## config.mk

```make
export PLATFORM = sky130hd
export DESIGN_NAME = rc5_key_expand_16bit
export DESIGN_NICKNAME = d
export VERILOG_FILES = /design/src/rtl/rc5_pkg.sv /design/src/rtl/rc5_rotl8.sv /design/src/rtl/rc5_key_expand_16bit.sv
export SDC_FILE = /design/constraint.sdc
export NUM_CORES = 1
export LEC_CHECK = 0
export CORE_UTILIZATION = 43
export CTS_CLUSTER_DIAMETER = 40
export DETAILED_ROUTE_END_ITERATION = 16
export GPL_TIMING_DRIVEN = 0
export HOLD_SLACK_MARGIN = 0.1
export PLACE_DENSITY = 0.67
export SLEW_MARGIN = 0
export SYNTH_ARGS = -nofsm -noshare
export SYNTH_HDL_FRONTEND = slang
export SYNTH_HIERARCHICAL = 1
export SYNTH_SLANG_ARGS = --single-unit
```

## constraint.sdc

```tcl
create_clock -name clock -period 8.85 [get_ports clock]
set_input_delay 1.77 -clock clock [delete_from_list [all_inputs] [get_ports clock]]
set_output_delay 1.77 -clock clock [all_outputs]
set_load 0.005 [all_outputs]
```

## src/rtl/rc5_pkg.sv

```systemverilog
// Shared RC5-8 constants and FSM state type for the key-expansion and
// encryption blocks.
package rc5_pkg;

   localparam int         ROUNDS    = 12;
   localparam int         T         = 2 * (ROUNDS + 1);
   localparam int         KEY_BYTES = 4;
   localparam int         C         = KEY_BYTES;
   localparam int         MIX_ITERS = 3 * ((T > C) ? T : C);
   localparam logic [7:0] P8        = 8'hB7;
   localparam logic [7:0] Q8        = 8'h9F;

   typedef enum logic [1:0] {
      IDLE = 2'd0,
      INIT = 2'd1,
      MIX  = 2'd2,
      DONE = 2'd3
   } key_state_e;

endpackage

```

## src/rtl/rc5_rotl8.sv

```systemverilog
// Combinational 8-bit rotate-left by a 3-bit amount; amount 0 passes through.
module rc5_rotl8 (
   input  logic [7:0] din,
   input  logic [2:0] amt,
   output logic [7:0] dout
);

   logic [15:0] dbl_s;

   // Shift a doubled copy so the bits leaving the top re-enter at the bottom.
   always_comb begin
      dbl_s = {din, din} << amt;
      dout  = dbl_s[15:8];
   end

endmodule

```

## src/rtl/rc5_key_expand_16bit.sv

```systemverilog
// RC5-8 key schedule: fills a 26-entry subkey register table from the secret
// key, one INIT write or one MIX iteration per clock.
module rc5_key_expand_16bit
   import rc5_pkg::*;
#(
   parameter int ROUNDS    = rc5_pkg::ROUNDS,
   parameter int KEY_BYTES = rc5_pkg::KEY_BYTES
) (
   input  logic                   clock,
   input  logic                   reset,
   input  logic                   key_start,
   input  logic [8*KEY_BYTES-1:0] key,
   output logic                   key_busy,
   output logic                   key_valid,
   input  logic [4:0]             s_rd_addr,
   output logic [7:0]             s_rd_data
);

   localparam int TN    = 2 * (ROUNDS + 1);
   localparam int CN    = KEY_BYTES;
   localparam int MIX_N = 3 * ((TN > CN) ? TN : CN);
   localparam int JW    = (CN > 1) ? $clog2(CN) : 1;

   localparam logic [4:0]    I_LAST   = 5'(TN - 1);
   localparam logic [JW-1:0] J_LAST   = JW'(CN - 1);
   localparam logic [7:0]    CNT_LAST = 8'(MIX_N - 1);

   key_state_e    state_q, state_d;
   logic [4:0]    i_q, i_d;
   logic [JW-1:0] j_q, j_d;
   logic [7:0]    a_q, a_d;
   logic [7:0]    b_q, b_d;
   logic [7:0]    cnt_q, cnt_d;
   logic [7:0]    l_q [CN];
   logic [7:0]    l_d [CN];
   logic [7:0]    s_q [TN];
   logic [7:0]    s_d [TN];

   logic [7:0]    init_val_s;
   logic [7:0]    a_sum_s, a_rot_s;
   logic [7:0]    b_sum_s, b_rot_s;
   logic [2:0]    b_amt_s;

   // MIX datapath; B uses the freshly rotated A of the same cycle.
   always_comb begin
      init_val_s = P8 + 8'({3'b000, i_q} * Q8);
      a_sum_s    = s_q[i_q] + a_q + b_q;
      b_sum_s    = l_q[j_q] + a_rot_s + b_q;
      b_amt_s    = a_rot_s[2:0] + b_q[2:0];
   end

   rc5_rotl8 u_rotl_a (
      .din  (a_sum_s),
      .amt  (3'd3),
      .dout (a_rot_s)
   );

   rc5_rotl8 u_rotl_b (
      .din  (b_sum_s),
      .amt  (b_amt_s),
      .dout (b_rot_s)
   );

   // Next-state and table update logic.
   always_comb begin
      state_d = state_q;
      i_d     = i_q;
      j_d     = j_q;
      a_d     = a_q;
      b_d     = b_q;
      cnt_d   = cnt_q;
      l_d     = l_q;
      s_d     = s_q;
      case (state_q)
         IDLE, DONE: begin
            if (key_start) begin
               for (int jj = 0; jj < CN; jj++) begin
                  l_d[jj] = key[8*jj +: 8];
               end
               i_d     = 5'd0;
               j_d     = '0;
               a_d     = 8'h00;
               b_d     = 8'h00;
               cnt_d   = 8'h00;
               state_d = INIT;
            end else begin
               state_d = state_q;
            end
         end
         INIT: begin
            s_d[i_q] = init_val_s;
            if (i_q == I_LAST) begin
               i_d     = 5'd0;
               state_d = MIX;
            end else begin
               i_d = i_q + 5'd1;
            end
         end
         MIX: begin
            s_d[i_q] = a_rot_s;
            l_d[j_q] = b_rot_s;
            a_d      = a_rot_s;
            b_d      = b_rot_s;
            i_d      = (i_q == I_LAST) ? 5'd0 : i_q + 5'd1;
            j_d      = (j_q == J_LAST) ? '0 : j_q + JW'(1);
            if (cnt_q == CNT_LAST) begin
               state_d = DONE;
            end else begin
               cnt_d = cnt_q + 8'd1;
            end
         end
         default: begin
            state_d = IDLE;
         end
      endcase
   end

   // State, index, working-word and table registers.
   always_ff @(posedge clock) begin
      if (reset) begin
         state_q <= IDLE;
         i_q     <= 5'd0;
         j_q     <= '0;
         a_q     <= 8'h00;
         b_q     <= 8'h00;
         cnt_q   <= 8'h00;
         for (int n = 0; n < CN; n++) begin
            l_q[n] <= 8'h00;
         end
         for (int n = 0; n < TN; n++) begin
            s_q[n] <= 8'h00;
         end
      end else begin
         state_q <= state_d;
         i_q     <= i_d;
         j_q     <= j_d;
         a_q     <= a_d;
         b_q     <= b_d;
         cnt_q   <= cnt_d;
         l_q     <= l_d;
         s_q     <= s_d;
      end
   end

   assign key_busy  = (state_q == INIT) || (state_q == MIX);
   assign key_valid = (state_q == DONE);

   // Combinational read port; addresses past the table read as zero.
   always_comb begin
      if ({1'b0, s_rd_addr} < 6'(TN)) begin
         s_rd_data = s_q[s_rd_addr];
      end else begin
         s_rd_data = 8'h00;
      end
   end

endmodule

```

==> summary.txt, run 1 <==
Worst setup path
  – Worst path max stage delay: 0.89 ns
  – CP top delay family: multiplexers
  – Critical Path End Type: flip-flop
  – CP bufs+invs: 4
  – Startpoint types: flip-flop
  – R2R Path End: l_q[24]$_SDFFE_PP0P_
  – Critical Path End: l_q[24]$_SDFFE_PP0P_
  – WS Path Type: flip-flop to flip-flop
  – Crit path max-delay cell type: a2111oi_1
  – R2R Setup Slk: 0.35 ns
  – CP Max Fanout: 10
  – Crit path from: i_q[1]$_SDFFE_PP0P_
  – Worst path depth: 29
  – Worst R2R Path Depth: 29
  – Critical Path RT: 9.26 ns
  – Worst R2R Start: i_q[1]$_SDFFE_PP0P_
  – Worst Path Arrival: 8.91 ns

Floorplanning
  – Initial core utilization: 44.1%
  – I/O pin total: 50
  – Die Y: 197 um
  – Die X: 197 um
  – Core area: 37000 sq um
  – Total Die Area: 38700 sq um
  – Cell Rows: 70

Logic synthesis
  – Seq/Total Area, Yosys: 33.5%
  – Synth Cell Area: 16300 sq um
  – Main synth FF type: dfxtp_1
  – Avg Inst Size Synth: 9.89 sq um
  – Synth warn: 6
  – EDFF count, synth: 0
  – Syn Inst Count: 1649
  – Synthesis-stage register bit count: 273
  – Async SR Flop Fraction: 0%
  – Synth cell types: 55

Placement
  – Port bufs: 45
  – HPWL after detailed placement: 38.9 mm
  – Place WS: -0.138 ns
  – Placer congestion estimate: 0.972

Global route
  – Met1 Track Usage GR: 36.1%
  – Initial antenna violation count: 0
  – Global Route Usage Sum: 26.9%
  – Largest net degree at the start of global routing: 13
  – Top Usage Layer GRT: met2
  – Grt total ovfl: 0
  – Met2 usage: 42.7%
  – First-pass GRT wire length: 79.3 mm
  – Routing usage on met3: 4.36%
  – Vias in the first global route: 13100

Finish
  – Antenna Cells: 0
  – Share of cells above drive strength 1: 16.9%
  – Nets@finish: 1851
  – Area grow syn2layout: 15.5%
  – Most common cell after layout, fill and taps aside: nor2_1
  – Most frequent cells in the layout: 277 x nor2_1, 271 x dfxtp_1, 191 x a211oi_1

Drt
  – Number of remaining DRC errors: 0
  – Final WL: 52.1 mm
  – Drt first pass iters: 6
  – Post-detailed-route count of antenna-violating nets: 0
  – Post-DR wirelength/cell: 22.9 um
  – Vias per inst: 6.00
  – 1st-iter DRT viols: 1407
  – DR vias: 13700

CTS
  – Clk_lat worst skew: 0.56 ns
  – Worst-path clk slew: 0.06 ns
  – Hold buffer count at CTS: 0
  – Root buf cell: clkbuf_16
  – TritonCTS clock tree: yes
  – H-tree depth: 2
  – CTS max path bufs: 3
  – TritonCTS buffer count: 42
  – CTS Sinks: 273

Timing
  – Worst-Margin Slew: 1.09 ns
  – Fmax: 118 MHz
  – Final worst path period share: 96.1%
  – Max Slew Vio Count: 0
  – Worst Clk Skew: 0.0314 ns
  – Rel. slew slack: 26.6%
  – Final Setup Violations: 0
  – Final Hold Vio Count: 0
  – Final worst slack: 0.345 ns
  – RSZ-0062 raised after global routing: false
  – Final Critical Period: 8.50 ns
  – Hold slack: 0.479 ns
  – Setup_tns: 0 ns

Min path
  – Hold Crit Class: flip-flop to flip-flop

Power and ir drop
  – P_leak: 6.93 nW
  – Max IR drop VDD: 233 uV
  – Design Power: 6.39 mW
  – Power Dens Cells: 339 nW/um^2

Outcome
  – Status: finished clean

Job
  – Max_cap viols: 0
## tightest hold or removal path: stages, from the launching register on
cell and delay, ns:
dfxtp_1 0.32, nand2_1 0.05, a21oi_1 0.06
## cell type report
type	instances	area, sq um
well taps	504	631
multi-input cells	1152	9730
fillers	3359	18100
plain buffers	166	926
flip-flops and latches	273	5470
clock buffers	52	1150
repair buffers	45	450
inverters	59	221
clock inverters	24	268
## metrics by stage
stage | utilization, % | cell area (sq um) | cells
after floorplan | - | 16300 | 1650
after global placement | 47.1 | 17400 | 2199
after detailed placement | 47.1 | 17400 | 2199
after CTS | 50.9 | 18800 | 2275
after global routing | 51.0 | 18800 | 2275
final | 51.0 | 18800 | 2275
## flip-flops by register name, indices dropped and copies added, names as in the netlist
name,cells
b_q,8
a_q,8
cnt_q,8
i_q,5
state_q,2
l_q,32
s_q,208
j_q,2
## logic make-up after synthesis
group / share of synthesized area [%]
XOR/XNOR: 1.56
other: 0.0460
buffers and inverters: 6.93
AND/OR/NAND/NOR: 10.4
adder cells (fa/ha/maj): 6.63
AO/OA/AOI/OAI: 15.6
flip-flops: 33.5
multiplexers: 25.3
## routing by layer
metal  routed length [um]  up-vias
li1                     -     6234
met1                22000     6658
met2                23500      620
met3                 4260      138
met4                 2330        0
met5                    0        -
## worst min-delay path by stage
stage / from / endpoint / slack [ns] / cells after the start
after global placement: s_q[164]$_SDFFE_PP0P_ / s_q[164]$_SDFFE_PP0P_ / 0.46 / 2
after CTS: s_q[164]$_SDFFE_PP0P_ / s_q[164]$_SDFFE_PP0P_ / 0.47 / 2
after floorplan: s_q[172]$_SDFFE_PP0P_ / s_q[172]$_SDFFE_PP0P_ / 0.45 / 2
after detailed placement: s_q[164]$_SDFFE_PP0P_ / s_q[164]$_SDFFE_PP0P_ / 0.47 / 2
final: s_q[164]$_SDFFE_PP0P_ / s_q[164]$_SDFFE_PP0P_ / 0.48 / 2
after global routing: s_q[23]$_SDFFE_PP0P_ / s_q[23]$_SDFFE_PP0P_ / 0.50 / 2
## cells in the mapped netlist, types with 3 or more instances
library cell,n,area [sq um]
a2111oi_0,4,35.0
a211oi_1,191,1430
a21o_1,9,67.6
a21oi_1,66,330
a21oi_2,3,26.3
a221oi_1,5,43.8
a22oi_1,18,135
a31oi_1,5,31.3
and3_1,28,175
buf_1,4,15.0
buf_2,63,315
buf_4,21,158
buf_6,12,135
clkbuf_1,63,236
dfxtp_1,273,5470
fa_1,24,480
ha_1,48,601
inv_1,58,218
mux2_2,43,484
mux2i_1,136,1360
mux4_1,25,657
mux4_2,72,1620
nand2_1,24,90.1
nand2b_1,31,194
nand3_1,9,45.0
nor2_1,277,1040
nor2b_1,3,18.8
nor3_1,10,50.1
o21ai_0,45,225
o21ai_1,3,15.0
o22ai_1,13,81.3
or3_1,4,25.0
xnor2_1,21,184
xor2_1,8,70.1
## repair_timing
action	in CTS	in global routing
gates resized for setup	1	18
endpoints found under the hold margin	0	0
setup endpoints to repair	40	40
buffers inserted	0	0
## report_power, final
part	total, mW	switching [mW]	internal, mW
combinational	3.27	2.13	1.13
sequential	1.45	0.100	1.35
clock	1.67	0.647	1.03
total	6.39	2.88	3.51
No activity file was read; power rests on OpenSTA's default activity.
==> run 2, diff against run 1 <==
--- a/config.mk
+++ b/config.mk
@@ -11,6 +11,7 @@
 export GPL_TIMING_DRIVEN = 0
 export HOLD_SLACK_MARGIN = 0.1
 export PLACE_DENSITY = 0.67
+export SKIP_LAST_GASP = 1
 export SLEW_MARGIN = 0
 export SYNTH_ARGS = -nofsm -noshare
 export SYNTH_HDL_FRONTEND = slang
==> constraint.sdc (replaced) <==
create_clock -name clock -period 8.85 [get_ports clock]
set_input_delay 1.77 -clock clock [delete_from_list [all_inputs] [get_ports clock]]
set_output_delay 1.77 -clock clock [all_outputs]
set_load 0.1 [all_outputs]
==> results of run 2 <==
Same layout as run 1 (identical final DEF). Status: finished clean.
Among the figures that moved: total power 6.39 mW -> 6.45 mW; worst IR drop on VDD 233 uV -> 242 uV
==> run 3, diff against run 2 <==
--- a/config.mk
+++ b/config.mk
@@ -5,12 +5,12 @@
 export SDC_FILE = /design/constraint.sdc
 export NUM_CORES = 1
 export LEC_CHECK = 0
-export CORE_UTILIZATION = 43
+export CORE_UTILIZATION = 55
 export CTS_CLUSTER_DIAMETER = 40
 export DETAILED_ROUTE_END_ITERATION = 16
 export GPL_TIMING_DRIVEN = 0
 export HOLD_SLACK_MARGIN = 0.1
-export PLACE_DENSITY = 0.67
+export PLACE_DENSITY = 0.81
 export SKIP_LAST_GASP = 1
 export SLEW_MARGIN = 0
 export SYNTH_ARGS = -nofsm -noshare
==> run 3 against run 2 <==
- cell area shrank 0.86%
- largest power group unchanged
- first-iteration DRC count grew 19%
- routed wire length shrank 0.83%
- die area shrank 22%
- sequential power is essentially flat
- via count grew 4.8%
- clock power is essentially flat
- sequential share of layout area grew 0.25 points
- flip-flop and latch count is the same
- cell count shrank 5.3%
- non-clock buffer count is the same
- combinational power grew 2%
==> summary.txt, run 3 (same netlist as run 1, synthesis figures left out) <==
Outcome
  – Status: finished clean

CTS
  – Clk_lat worst skew: 0.56 ns (about the same)
  – CTS max path bufs: 3 (unchanged)
  – CTS Sinks: 273 (unchanged)
  – Root buf cell: clkbuf_16
  – TritonCTS clock tree: yes
  – Post-CTS setup buffer count: 0 (unchanged)
  – Worst-path clk slew: 0.06 ns (about the same)
  – H-tree depth: 2 (unchanged)
  – TritonCTS buffer count: 41 (-2.4%)

Drt
  – 1st-iter DRT viols: 1678 (+19%)
  – Number of remaining DRC errors: 0 (unchanged)
  – Post-detailed-route count of antenna-violating nets: 0 (unchanged)
  – Post-DR wirelength/cell: 24.0 um (+4.7%)
  – Vias per inst: 6.64 (+11%)
  – Final WL: 51.7 mm (-0.83%)
  – DR vias: 14300 (+4.8%)
  – Drt first pass iters: 5 (-1)

Finish
  – Largest regs: s_q x208, l_q x32
  – Area grow syn2layout: 14.5%
  – Non-Filler Instances: 2154 (-5.3%)
  – Antenna Cells: 0 (unchanged)
  – Most frequent cells in the layout: 277 x nor2_1, 271 x dfxtp_1, 191 x a211oi_1
  – Filler cell count in the final layout: 2253 (-33%)
  – Fin area: 18700 sq um (-0.86%)
  – Max reg flops: 208 (unchanged)
  – Post-layout util: 64.6% (+14 points)
  – Nets@finish: 1850 (-0.054%)
  – Share of cells above drive strength 1: 16.9% (about the same)
  – Most common cell after layout, fill and taps aside: nor2_1
  – Biggest register: s_q

Worst setup path
  – Worst R2R Path Depth: 30 (+3.4%)
  – CP Max Fanout: 10 (unchanged)
  – Worst R2R Start: i_q[1]$_SDFFE_PP0P_
  – Startpoint types: flip-flop
  – CP top delay family: multiplexers
  – CP dominant cell by count: a21oi_1
  – Critical Path RT: 9.25 ns (about the same)
  – WS Path Type: flip-flop to flip-flop
  – R2R Path End: l_q[27]$_SDFFE_PP0P_
  – R2R Setup Slk: 0.25 ns (-0.09 ns)
  – Worst Path Arrival: 9.00 ns (+0.09 ns)
  – CP bufs+invs: 4 (unchanged)
  – Worst path depth: 30 (+3.4%)
  – Worst path max stage delay: 0.63 ns (-0.26 ns)
  – Crit path max-delay cell type: buf_1
  – Critical Path End Type: flip-flop

Global route
  – Initial antenna violation count: 1 (+1)
  – Global Route Usage Sum: 34.2% (+7.3 points)
  – Grt total ovfl: 0 (unchanged)
  – Met2 usage: 51.3% (+8.6 points)
  – Top Usage Layer GRT: met2
  – Largest net degree at the start of global routing: 14 (+1)
  – Routing usage on met3: 8.57% (+4.2 points)
  – Met1 Track Usage GR: 46.3% (+10 points)
  – First-pass GRT wire length: 80.0 mm (+0.88%)
  – Vias in the first global route: 13800 (+5.0%)

Timing
  – Final Setup Violations: 0 (unchanged)
  – Final Hold Vio Count: 0 (unchanged)
  – RSZ-0062 raised after global routing: false
  – Worst Clk Skew: 0.0392 ns (+0.00778 ns)
  – Hold slack: 0.492 ns (+0.0130 ns)
  – Fmax: 116 MHz (-1.1%)
  – Rel. slew slack: 34.7% (+8.0 points)
  – Worst-Margin Slew: 0.977 ns (-0.116 ns)
  – Final worst path period share: 97.1% (+1.0 points)
  – Max Slew Vio Count: 0 (unchanged)
  – Setup_tns: 0 ns (unchanged)
  – Final Critical Period: 8.60 ns (+0.0925 ns)

Floorplanning
  – Cell Rows: 62 (-11%)
  – Die Y: 174 um (-11%)
  – Core area: 28900 sq um (-22%)
  – Die X: 174 um (-11%)
  – Total Die Area: 30400 sq um (-22%)
  – I/O pin total: 50 (unchanged)
  – Initial core utilization: 56.4% (+12 points)

Placement
  – Placed instance area: 17300 sq um (-0.88%)
  – Placer congestion estimate: 1.04 (+6.9%)
  – Total placed cells including tap cells: 2079 (-5.5%)
  – Port bufs: 45 (unchanged)
  – HPWL after detailed placement: 37.9 mm (-2.5%)

Min path
  – Worst hold start: s_q[39]$_SDFFE_PP0P_
  – Worst hold endpoint: s_q[39]$_SDFFE_PP0P_
  – Hold Crit Class: flip-flop to flip-flop
  – Hold path depth: 2 (unchanged)

Job
  – Max_cap viols: 0 (unchanged)

Power and ir drop
  – P_leak: 6.93 nW (about the same)
  – Max IR drop VDD: 504 uV
  – Power Dens Cells: 347 nW/um^2
run 3: final cells by class:
| cell class | count | area (sq um) | share of cell area (%) |
|---|---|---|---|
| Inverter | 59 | 221 | 1.19 |
| Sequential cell | 273 | 5470 | 29.3 |
| Timing Repair Buffer | 45 | 450 | 2.41 |
| Buffer | 166 | 925 | 4.95 |
| Multi-Input combinational cell | 1152 | 9730 | 52.1 |
| Clock inverter | 25 | 287 | 1.53 |
| Tap cell | 384 | 480 | 2.57 |
| Clock buffer | 50 | 1120 | 5.99 |
run 3: repair_timing:
| action | CTS | global route |
|---|---|---|
| gates resized for setup | 0 | 17 |
| hold buffers | 0 | 0 |
| endpoints found under the setup margin | 0 | 40 |
run 3: worst max-delay path by stage:
stage / startpoint / endpoint
after detailed placement: i_q[2]$_SDFFE_PP0P_ / l_q[27]$_SDFFE_PP0P_
after floorplan: i_q[1]$_SDFFE_PP0P_ / l_q[12]$_SDFFE_PP0P_
after CTS: i_q[2]$_SDFFE_PP0P_ / l_q[27]$_SDFFE_PP0P_
final: i_q[1]$_SDFFE_PP0P_ / l_q[27]$_SDFFE_PP0P_
after global placement: i_q[2]$_SDFFE_PP0P_ / l_q[24]$_SDFFE_PP0P_
after global routing: i_q[1]$_SDFFE_PP0P_ / l_q[27]$_SDFFE_PP0P_
run 3: stage by stage:
step / setup WS, ns / total power [mW]
floorplan: 1.58 / 3.65
global placement: 0.367 / 4.61
detailed placement: 0.0832 / 4.70
CTS: 0.0465 / 6.36
global route: 0.0264 / 6.71
finish: 0.253 / 6.48
run 3: power breakdown:
group / switching [mW] / total, mW / internal (mW)
logic: 2.23 / 3.37 / 1.14
clock network: 0.657 / 1.67 / 1.01
registers: 0.0953 / 1.45 / 1.35
total: 2.98 / 6.48 / 3.50
run 3: routing by layer:
layer / vias to the layer above / wire [um]
met2: 971 / 22600
met5: - / 14
li1: 6219 / -
met1: 6904 / 20600
met3: 206 / 6160
met4: 2 / 2370
run 3: tightest hold or removal path: stages (launching register included):
cell      delay, ns
dfxtp_1        0.32
nand2b_1       0.07
mux2i_1        0.05
